**config.mk**
```make
export PLATFORM = sky130hd
export DESIGN_NAME = branch_predictor_flat
export DESIGN_NICKNAME = d
export VERILOG_FILES = /design/src/rtl/branch_predictor_pkg.sv /design/src/rtl/branch_predictor_if.sv /design/src/rtl/branch_predictor_sat_counter.sv /design/src/rtl/branch_predictor.sv /design/src/flat_wrapper.sv
export SDC_FILE = /design/constraint.sdc
export NUM_CORES = 2
export LEC_CHECK = 0
export CAP_MARGIN = 40
export CORE_MARGIN = 1.5
export CORE_UTILIZATION = 40
export CTS_CLUSTER_SIZE = 28
export DETAILED_ROUTE_END_ITERATION = 10
export PLACE_DENSITY_LB_ADDON = 0.15
export SLEW_MARGIN = 20
export SYNTH_ARGS = -nofsm -noshare
export SYNTH_HDL_FRONTEND = slang
export SYNTH_SLANG_ARGS = --single-unit
export TNS_END_PERCENT = 30
```
**constraint.sdc**
```tcl
create_clock -name clk -period 4.45 [get_ports clk]
set_input_delay 0.445 -clock clk [delete_from_list [all_inputs] [get_ports clk]]
set_output_delay 0.445 -clock clk [all_outputs]
set_load 0.03 [all_outputs]
```
**src/rtl/branch_predictor_pkg.sv**
```systemverilog
// Shared constants for the F-stage BTB/BHT branch predictor.
// Optional gshare indexing is enabled with macro BP_GSHARE_EN.
package branch_predictor_pkg;

  localparam int BP_PC_W  = 13;
  localparam int BP_IDX_W = 6;

  localparam logic [1:0] KIND_NONE = 2'b00;
  localparam logic [1:0] KIND_BR   = 2'b01;
  localparam logic [1:0] KIND_JAL  = 2'b10;
  localparam logic [1:0] KIND_JALR = 2'b11;

  localparam logic [1:0] BHT_WNT = 2'b01;
  localparam logic [1:0] BHT_WT  = 2'b10;

endpackage

```
**src/rtl/branch_predictor_if.sv**
```systemverilog
// Fetch lookup and E-stage training bundle for the branch predictor.
// master = pipeline side, slave = predictor.
interface branch_predictor_if #(
  parameter int PC_W = 13
);

  logic [PC_W-1:0] f_pc;
  logic [PC_W-1:0] pred_pc;
  logic            pred_taken;
  logic            upd_valid;
  logic [PC_W-1:0] upd_pc;
  logic [1:0]      upd_kind;
  logic            upd_taken;
  logic [PC_W-1:0] upd_target;

  modport master (
    output f_pc, upd_valid, upd_pc,
    output upd_kind, upd_taken, upd_target,
    input  pred_pc, pred_taken
  );

  modport slave (
    input  f_pc, upd_valid, upd_pc,
    input  upd_kind, upd_taken, upd_target,
    output pred_pc, pred_taken
  );

endinterface

```
**src/rtl/branch_predictor_sat_counter.sv**
```systemverilog
// 2-bit saturating counter next-state function (00 floor, 11 ceiling).
// Used by the BHT update path of branch_predictor.
module bp_sat_counter (
  input  logic [1:0] cnt,
  input  logic       inc,
  output logic [1:0] nxt
);

  always_comb begin
    nxt = cnt;
    unique case (1'b1)
      inc && cnt != 2'b11:  nxt = cnt + 2'b01;
      !inc && cnt != 2'b00: nxt = cnt - 2'b01;
      default:              nxt = cnt;
    endcase
  end

endmodule

```
**src/rtl/branch_predictor.sv**
```systemverilog
// Direct-mapped BTB + 2-bit BHT predictor, zero-latency lookup, registered training.
// Define BP_GSHARE_EN to XOR a global history register into the BHT index.
module branch_predictor
  import branch_predictor_pkg::*;
#(
  parameter int PC_W  = BP_PC_W,
  parameter int IDX_W = BP_IDX_W
) (
  input logic               clk,
  input logic               rst_n,
  branch_predictor_if.slave bus
);

  localparam int TAG_W = PC_W - IDX_W;
  localparam int N     = 1 << IDX_W;

  logic [N-1:0]     valid;
  logic [N-1:0]     is_jal;
  logic [TAG_W-1:0] tag    [N];
  logic [PC_W-1:0]  target [N];
  logic [1:0]       bht    [N];

  logic [IDX_W-1:0] f_idx;
  logic [IDX_W-1:0] f_bidx;
  logic [TAG_W-1:0] f_tag;
  logic             f_hit;

  logic [IDX_W-1:0] u_idx;
  logic [IDX_W-1:0] u_bidx;
  logic [TAG_W-1:0] u_tag;
  logic             u_hit;
  logic             br_upd;
  logic             jal_upd;
  logic [1:0]       cnt_nxt;

  assign f_idx = bus.f_pc[IDX_W-1:0];
  assign f_tag = bus.f_pc[PC_W-1:IDX_W];
  assign u_idx = bus.upd_pc[IDX_W-1:0];
  assign u_tag = bus.upd_pc[PC_W-1:IDX_W];

`ifdef BP_GSHARE_EN
  logic [IDX_W-1:0] ghr;

  // History advances on every resolved conditional branch.
  always_ff @(posedge clk or negedge rst_n) begin
    if (!rst_n) ghr <= '0;
    else if (br_upd) ghr <= {ghr[IDX_W-2:0], bus.upd_taken};
  end

  assign f_bidx = f_idx ^ ghr;
  assign u_bidx = u_idx ^ ghr;
`else
  assign f_bidx = f_idx;
  assign u_bidx = u_idx;
`endif

  assign f_hit = valid[f_idx] && (tag[f_idx] == f_tag);

  assign bus.pred_taken = f_hit && (is_jal[f_idx] || bht[f_bidx][1]);
  assign bus.pred_pc    = bus.pred_taken ? target[f_idx]
                                         : bus.f_pc + PC_W'(1);

  assign u_hit   = valid[u_idx] && (tag[u_idx] == u_tag);
  assign br_upd  = bus.upd_valid && (bus.upd_kind == KIND_BR);
  assign jal_upd = bus.upd_valid && (bus.upd_kind == KIND_JAL);

  bp_sat_counter u_cnt (
    .cnt (bht[u_bidx]),
    .inc (bus.upd_taken),
    .nxt (cnt_nxt)
  );

  always_ff @(posedge clk or negedge rst_n) begin
    if (!rst_n) begin
      valid  <= '0;
      is_jal <= '0;
      for (int i = 0; i < N; i++) begin
        tag[i]    <= '0;
        target[i] <= '0;
        bht[i]    <= BHT_WNT;
      end
    end else begin
      if (jal_upd) begin
        valid[u_idx]  <= 1'b1;
        tag[u_idx]    <= u_tag;
        target[u_idx] <= bus.upd_target;
        is_jal[u_idx] <= 1'b1;
      end
      if (br_upd && u_hit) begin
        bht[u_bidx] <= cnt_nxt;
        if (bus.upd_taken) begin
          target[u_idx] <= bus.upd_target;
          is_jal[u_idx] <= 1'b0;
        end
      end
      // Taken miss evicts whatever occupied the slot.
      if (br_upd && !u_hit && bus.upd_taken) begin
        valid[u_idx]  <= 1'b1;
        tag[u_idx]    <= u_tag;
        target[u_idx] <= bus.upd_target;
        is_jal[u_idx] <= 1'b0;
        bht[u_bidx]   <= BHT_WT;
      end
    end
  end

endmodule

```
**src/flat_wrapper.sv**
```systemverilog
// flat-port wrapper written by rule: the top's interface ports become plain ports
module branch_predictor_flat import branch_predictor_pkg::*;
#(
  parameter int PC_W  = BP_PC_W,
  parameter int IDX_W = BP_IDX_W
)
  (clk, rst_n, bus_f_pc, bus_upd_valid, bus_upd_pc, bus_upd_kind, bus_upd_taken, bus_upd_target, bus_pred_pc, bus_pred_taken);
  branch_predictor_if #(.PC_W(PC_W)) bus_i ();
  input logic clk;
  input logic rst_n;
  input wire logic [$bits(bus_i.f_pc)-1:0] bus_f_pc;
  input wire logic [$bits(bus_i.upd_valid)-1:0] bus_upd_valid;
  input wire logic [$bits(bus_i.upd_pc)-1:0] bus_upd_pc;
  input wire logic [$bits(bus_i.upd_kind)-1:0] bus_upd_kind;
  input wire logic [$bits(bus_i.upd_taken)-1:0] bus_upd_taken;
  input wire logic [$bits(bus_i.upd_target)-1:0] bus_upd_target;
  output wire logic [$bits(bus_i.pred_pc)-1:0] bus_pred_pc;
  output wire logic [$bits(bus_i.pred_taken)-1:0] bus_pred_taken;
  assign bus_i.f_pc = bus_f_pc;
  assign bus_i.upd_valid = bus_upd_valid;
  assign bus_i.upd_pc = bus_upd_pc;
  assign bus_i.upd_kind = bus_upd_kind;
  assign bus_i.upd_taken = bus_upd_taken;
  assign bus_i.upd_target = bus_upd_target;
  assign bus_pred_pc = bus_i.pred_pc;
  assign bus_pred_taken = bus_i.pred_taken;
  branch_predictor #(.PC_W(PC_W), .IDX_W(IDX_W)) u_core (.clk(clk), .rst_n(rst_n), .bus(bus_i));
endmodule
```
# Yosys cells after proc, flatten, opt, wreduce, memory -nomap -nowiden

Index checks and enable logic that the tools add are counted.

Add/sub/neg operators: 3
Magnitude comparators: 6
Eq/ne operators: 5
Multiplexer cells: 51
Bitwise operators: 11
Reductions and logical operators: 16

Operator list:

| operator                                                                      | count |
|---|---|
| 832-bit 2-to-1 mux                                                            | 4 |
| 832-bit bitwise mux                                                           | 3 |
| 448-bit bitwise mux                                                           | 2 |
| 448-bit 2-to-1 mux                                                            | 2 |
| 64-bit 2-to-1 mux                                                             | 6 |
| 128-bit 2-to-1 mux                                                            | 2 |
| 64-bit OR                                                                     | 4 |
| 64-bit bitwise AND                                                            | 3 |
| 128-bit bitwise mux                                                           | 1 |
| 64-bit NOT                                                                    | 2 |
| 7-bit binary-select mux with 6-bit select                                     | 2 |
| 13-bit binary-select mux with 6-bit select                                    | 1 |
| 13-bit demux with 6-bit select                                                | 1 |
| 13-bit 2-to-1 mux                                                             | 4 |
| 7-bit demux with 6-bit select                                                 | 1 |
| 7-bit 2-to-1 mux                                                              | 5 |
| 2-bit binary-select mux with 6-bit select                                     | 2 |
| 1-bit binary-select mux with 6-bit select                                     | 3 |
| 7-bit equality test                                                           | 2 |
| 7-bit >= comparator (second input constant)                                   | 2 |
| 6-bit by 7-bit less-than comparator with 1-bit output (second input constant) | 2 |
| 6-bit NOT with 7-bit output                                                   | 2 |
| 13-bit by 1-bit adder with 13-bit output (second input constant)              | 1 |
| 2-bit demux with 6-bit select                                                 | 1 |
| 15 further kinds                                                              | 34 |

Register bits after elaboration: 1536
Input port bits: 45
Output and inout port bits: 14
Word-level logic and storage cells: 286

# Logic depth before layout (Yosys ltp)

Depth after elaboration: 12
Mapped depth: 17
Gate-level depth less buffers: 10

# Modules after synthesis

From an unflattened synthesis, not the netlist that was laid out.

Cells, all modules: 5351
Area, all modules: 75839.0 sq um

By module, submodules not included:

| module           | times used | cells an instance | area an instance (sq um) | seq. area each (sq um) |
|---|---|---|---|---|
| branch_predictor | 1          | 5346              | 75814.0                  | 38516.9 |
| bp_sat_counter   | 1          | 5                 | 25.0                     | 0.0 |

# Worst setup path after synthesis

Ideal clock, no wire load.

Kind: in2out
From: input bus_f_pc[0]
To: output bus_pred_pc[0]
Data arrival time: 4.041 ns
Data required time: 4.005 ns
Setup slack: -0.036 ns
Stages on the path: 10
Buffers on the path: 3
Path through: buf_2 clkbuf_1 mux4_2 mux4_2 mux2_2 a21oi_1 a21oi_1 nor4_2 buf_2 mux2i_1

Longest elaborated chain between the ends: 8
Elaborated cells between the ends (all ways): 20
Classes of those cells: 1 x add/sub; 1 x eq/ne; 14 x mux; 1 x bitwise; 3 x reduce/logical

RTL lines:

| what                                                 | RTL line                                       | text |
|---|---|---|
| start: declaration                                   | flat_wrapper.sv:11                             | `input wire logic [$bits(bus_i.f_pc)-1:0] bus_f_pc;` |
| 6-bit NOT with 7-bit output (implied by the code)    | branch_predictor.sv:57, branch_predictor.sv:59 |  |
| 7-bit binary-select mux with 6-bit select            | branch_predictor.sv:57                         | `assign f_hit = valid[f_idx] && (tag[f_idx] == f_tag);` |
| 7-bit 2-to-1 mux (implied by the code) (2 in series) | branch_predictor.sv:57                         |  |
| 7-bit equality test                                  | branch_predictor.sv:57                         |  |
| 1-bit logical AND                                    | branch_predictor.sv:57                         |  |
| 1-bit logical AND (*)                                | branch_predictor.sv:59                         | `assign bus.pred_taken = f_hit && (is_jal[f_idx] \|\| bht[f_bidx][1]);` |
| net bus_pred_taken                                   | flat_wrapper.sv:18                             | `output wire logic [$bits(bus_i.pred_taken)-1:0] bus_pred_taken;` |
| 13-bit 2-to-1 mux (*)                                | branch_predictor.sv:60                         | `assign bus.pred_pc = bus.pred_taken ? target[f_idx]` |
| end: declaration                                     | flat_wrapper.sv:17                             | `output wire logic [$bits(bus_i.pred_pc)-1:0] bus_pred_pc;` |

Mark *: on every way through the listed nets, which the timed path passes. The rest lies on a longest branch. The select of a mux whose other input is x is not followed.

==> impl_metrics.json <==
{
  "yosys.area.top_type": "dfrtp_1",
  "grt_max_degree": 138,
  "p_switching_w": 0.00885,
  "start_util_pct": 40.3,
  "combPwrFrac_pct": 11.3,
  "syn_area_per_cell_sq_um": 14.4,
  "path_max_fanout": 3,
  "drc": 0,
  "first_pass_iters": 8,
  "pre_cts_ws_ns": -0.773,
  "power-per-cell-area_mw_per_mm2": 388,
  "placed_cell_area_sq_mm": 0.0823,
  "hp-class": "in2async",
  "startpoint_type": "flip-flop",
  "max-slew-margin-rel_pct": 31.7,
  "tritoncts": "done",
  "insertion_delay_ns": 0.83,
  "clockBufferDepth": 3,
  "gp_congestion": 0.925,
  "crit_top_cell": "buf_12",
  "finalNonFillerCells": 8124,
  "worst_pin_slew_ns": 1.02,
  "final_net_count": 5535,
  "portBuffers": 58,
  "worst_hold_slack_ns": 0.285,
  "required_ns": 4.01,
  "dieArea_sq_mm": 0.192,
  "ys_top_cells_by_area": "dfrtp_1 (49%), mux2_2 (17%), mux4_2 (14%), mux2_4 (2.8%), dfstp_2 (2.2%)",
  "ys.flop_type": "dfrtp_1",
  "synth_seq_area_share_pct": 50.7,
  "synthesis.area_sq_mm": 0.0759,
  "fmax_mhz": 203,
  "clkTransAtPathRegs_ns": 0.06,
  "syn_to_final_growth_pct": 16.5,
  "syn_nets": 5308,
  "cp_data_arrival_time_ns": 4.48,
  "status": "finished with violations",
  "drive_above_1_share_pct": 50.1,
  "cp_slowest_cell": "mux4_2",
  "swShare_pct": 25.8,
  "synth_cell_types": 88,
  "synth-seq-cells": 1536,
  "yosys_warnings": 0,
  "synth_edf_count": 0,
  "grt_pass1_vias": 50189,
  "cts-htree-levels": 4,
  "rows": 159,
  "fin_area_sq_mm": 0.0885,
  "clockPowerShare_pct": 43.4,
  "chipHeight_um": 439,
  "dp_cells": 7796,
  "drv_cap": 0,
  "critical_path_class": "reg2out",
  "power_frac_seq_pct": 45.3,
  "cts_root_buffer": "clkbuf_16",
  "timing.final.ws_setup_ns": -0.477,
  "num-fill-cells": 16676,
  "grt_pass1_wl_mm": 381,
  "rsz0062_at_grt": "yes",
  "place_hpwl_mm": 176,
  "die_x_um": 439,
  "seqCellArea_sq_mm": 0.0385,
  "boundaryPins": 59,
  "routed_via_density": 6.09,
  "synthCells": 5262,
  "gr-total-overflow": 0,
  "fin_skew_ns": 0.0532,
  "cp_slowest_stage_delay_ns": 0.61,
  "violations": "setup timing",
  "ir_drop_v": 0.000387,
  "clock-sinks": 1536,
  "vias": 49435,
  "synth.top_cell.area_share_pct": 48.5,
  "postSynth.asyncResetShare_pct": 100,
  "ant_nets": 0,
  "drt_iter0_markers": 4783,
  "antenna_found_initial": 7,
  "setup_violations": 14,
  "final-hold-violation-count": 0,
  "coreArea_sq_mm": 0.188,
  "fin_crit_sh_pct": 111,
  "post_drt_wl_per_cell_um": 32.5,
  "cts_buffers": 173,
  "period_minus_slack_ns": 4.93,
  "multi_input_comb_area_sq_mm": 0.0355,
  "p_int_w": 0.0255,
  "finalMaxSlewViolations": 0,
  "wirelength_mm": 264,
  "static-leakage-power_nw": 39.9,
  "grt_usage_pct": 27.4,
  "crit_path_end_kind": "output pin",
  "path_cells": "mux4_2, mux4_2, mux2i_1, xnor2_1, nor4_1, buf_4, a21oi_2, nor4_4, buf_12, buf_12, mux2i_4, buf_6, buf_12"
}
==> critical path, delay by kind of cell, from the launching register on <==
family | cells | cell delay, ns
flops | 1 | 0.40
mux | 4 | 1.65
compound gates | 1 | 0.04
buf+inv | 5 | 0.71
simple gates | 2 | 0.76
xor+xnor | 1 | 0.09
==> cells in the final DEF, fill, tap and decap left out, types with 12 or more instances in the layout <==
| cell type | synthesis | routed |
|---|---|---|
| mux2_2 | 1167 | 1157 |
| nor3_1 | 15 | 13 |
| nand3_1 | 30 | 29 |
| dfstp_2 | 64 | 64 |
| clkinv_2 | 0 | 34 |
| buf_2 | 58 | 22 |
| o21ai_0 | 201 | 199 |
| or2_2 | 47 | 47 |
| a22o_1 | 12 | 12 |
| and3b_1 | 12 | 12 |
| clkbuf_8 | 0 | 45 |
| clkbuf_16 | 0 | 173 |
| clkdlybuf4s50_1 | 0 | 14 |
| o22ai_1 | 24 | 24 |
| o211ai_1 | 36 | 36 |
| clkbuf_1 | 335 | 35 |
| mux2i_1 | 109 | 104 |
| mux4_2 | 459 | 459 |
| mux2_1 | 14 | 14 |
| xnor2_1 | 21 | 20 |
| a211oi_1 | 12 | 12 |
| nor2_2 | 2 | 42 |
| a31oi_1 | 21 | 21 |
| buf_4 | 11 | 374 |
| a22oi_1 | 61 | 61 |
| mux2_4 | 140 | 150 |
| dfrtp_1 | 1472 | 1472 |
| buf_12 | 9 | 98 |
| nor2_1 | 141 | 99 |
| bufinv_16 | 0 | 13 |
| a21oi_1 | 290 | 289 |
| a221oi_1 | 41 | 41 |
| nor3_4 | 38 | 38 |
| or2_1 | 20 | 20 |
| buf_6 | 11 | 13 |
| nor2_8 | 20 | 20 |
| nand2_1 | 151 | 151 |
==> stage by stage <==
step           power, W  TNS [ns]  util, %
6_report         0.0343     -6.07     47.0
5_1_grt          0.0355     -7.73     47.0
4_1_cts          0.0346     -7.63     47.0
3_5_place_dp     0.0196   -172.14     43.7
3_3_place_gp     0.0195   -141.76     43.7
2_1_floorplan    0.0179    -0.108        -
==> cell families after synthesis <==
logic type	share of synthesized area, %
xor gates and xnor gates	0.300
muxes	35.5
buffers and inverters	2.88
adders and majority gates	0.0165
DFF	50.7
and+or+nand+nor	4.64
AOI/OAI and AO/OA	5.97
==> per-layer routing <==
layer | global-route usage [%] | routed length [um] | up-vias
li1 | - | - | 20297
met1 | 37.2 | 112000 | 26779
met2 | 43.2 | 123000 | 1830
met3 | 5.04 | 16300 | 519
met4 | 11.7 | 12700 | 10
met5 | 0 | 69 | -
==> path summary, 6_finish.rpt <==
path	start	endpoint	slack, ns	depth (start not counted)
worst max-delay path	flip-flop	bus_pred_pc[6]	-0.48	13
worst min-delay path	rst_n	asynchronous set/reset pin	0.28	2
worst max register to register	flip-flop	flip-flop	0.07	13
worst min register to register	flip-flop	flip-flop	0.48	1
max in group asynchronous	rst_n	asynchronous set/reset pin	2.74	3
min in group clk	bus_upd_target[4]	u_core.target[719]$_DFF_PN0_	0.32	2
==> synthesized netlist by cell type (7+ instances only) <==
cell and instances:
nor3_1 15, buf_4 11, or2_2 47, a221o_1 8, a22oi_1 61, nand2b_1 9
mux2_1 14, nor2b_1 7, buf_6 11, a22o_1 12, dfstp_2 64, nand2_1 151
and2_1 10, nor2_8 20, mux4_2 459, buf_1 54, and3b_1 12, nor2_1 141
a31oi_1 21, clkbuf_1 335, buf_2 58, mux2_2 1167, o211ai_1 36, dfrtp_1 1472
xnor2_1 21, o21ai_0 201, mux2_4 140, a221oi_1 41, nor3_4 38, o22ai_1 24
a211oi_1 12, nand3_1 30, inv_1 8, mux2i_1 109, a21oi_1 290, or2_1 20
buf_12 9
==> area by class of cell <==
type,count,area share [%]
clock buffer,250,5.69
inverter,11,0.0467
clock inverter,62,1.03
multi-input combinational,3236,40.1
antenna,3,0.00848
sequential,1536,43.5
timing repair buffer,531,6.04
tap,2495,3.53
==> what timing repair did <==
item,in CTS,in global routing
buffers inserted,7,3
pin swaps,2,3
hold endpoints to repair,81,0
gates resized for setup,31,4
setup endpoints to repair,14,16
hold buffers,1,0
==> power by group through the flow <==
stage / registers (W) / logic (W) / clock network, W
after global routing: 0.0156 / 0.00411 / 0.0158
after CTS: 0.0155 / 0.00390 / 0.0152
final: 0.0155 / 0.00388 / 0.0149
after floorplan: 0.0155 / 0.00235 / 0
after detailed placement: 0.0158 / 0.00387 / 0
after global placement: 0.0157 / 0.00381 / 0
Note: power is estimated with default switching activity, not from simulation.
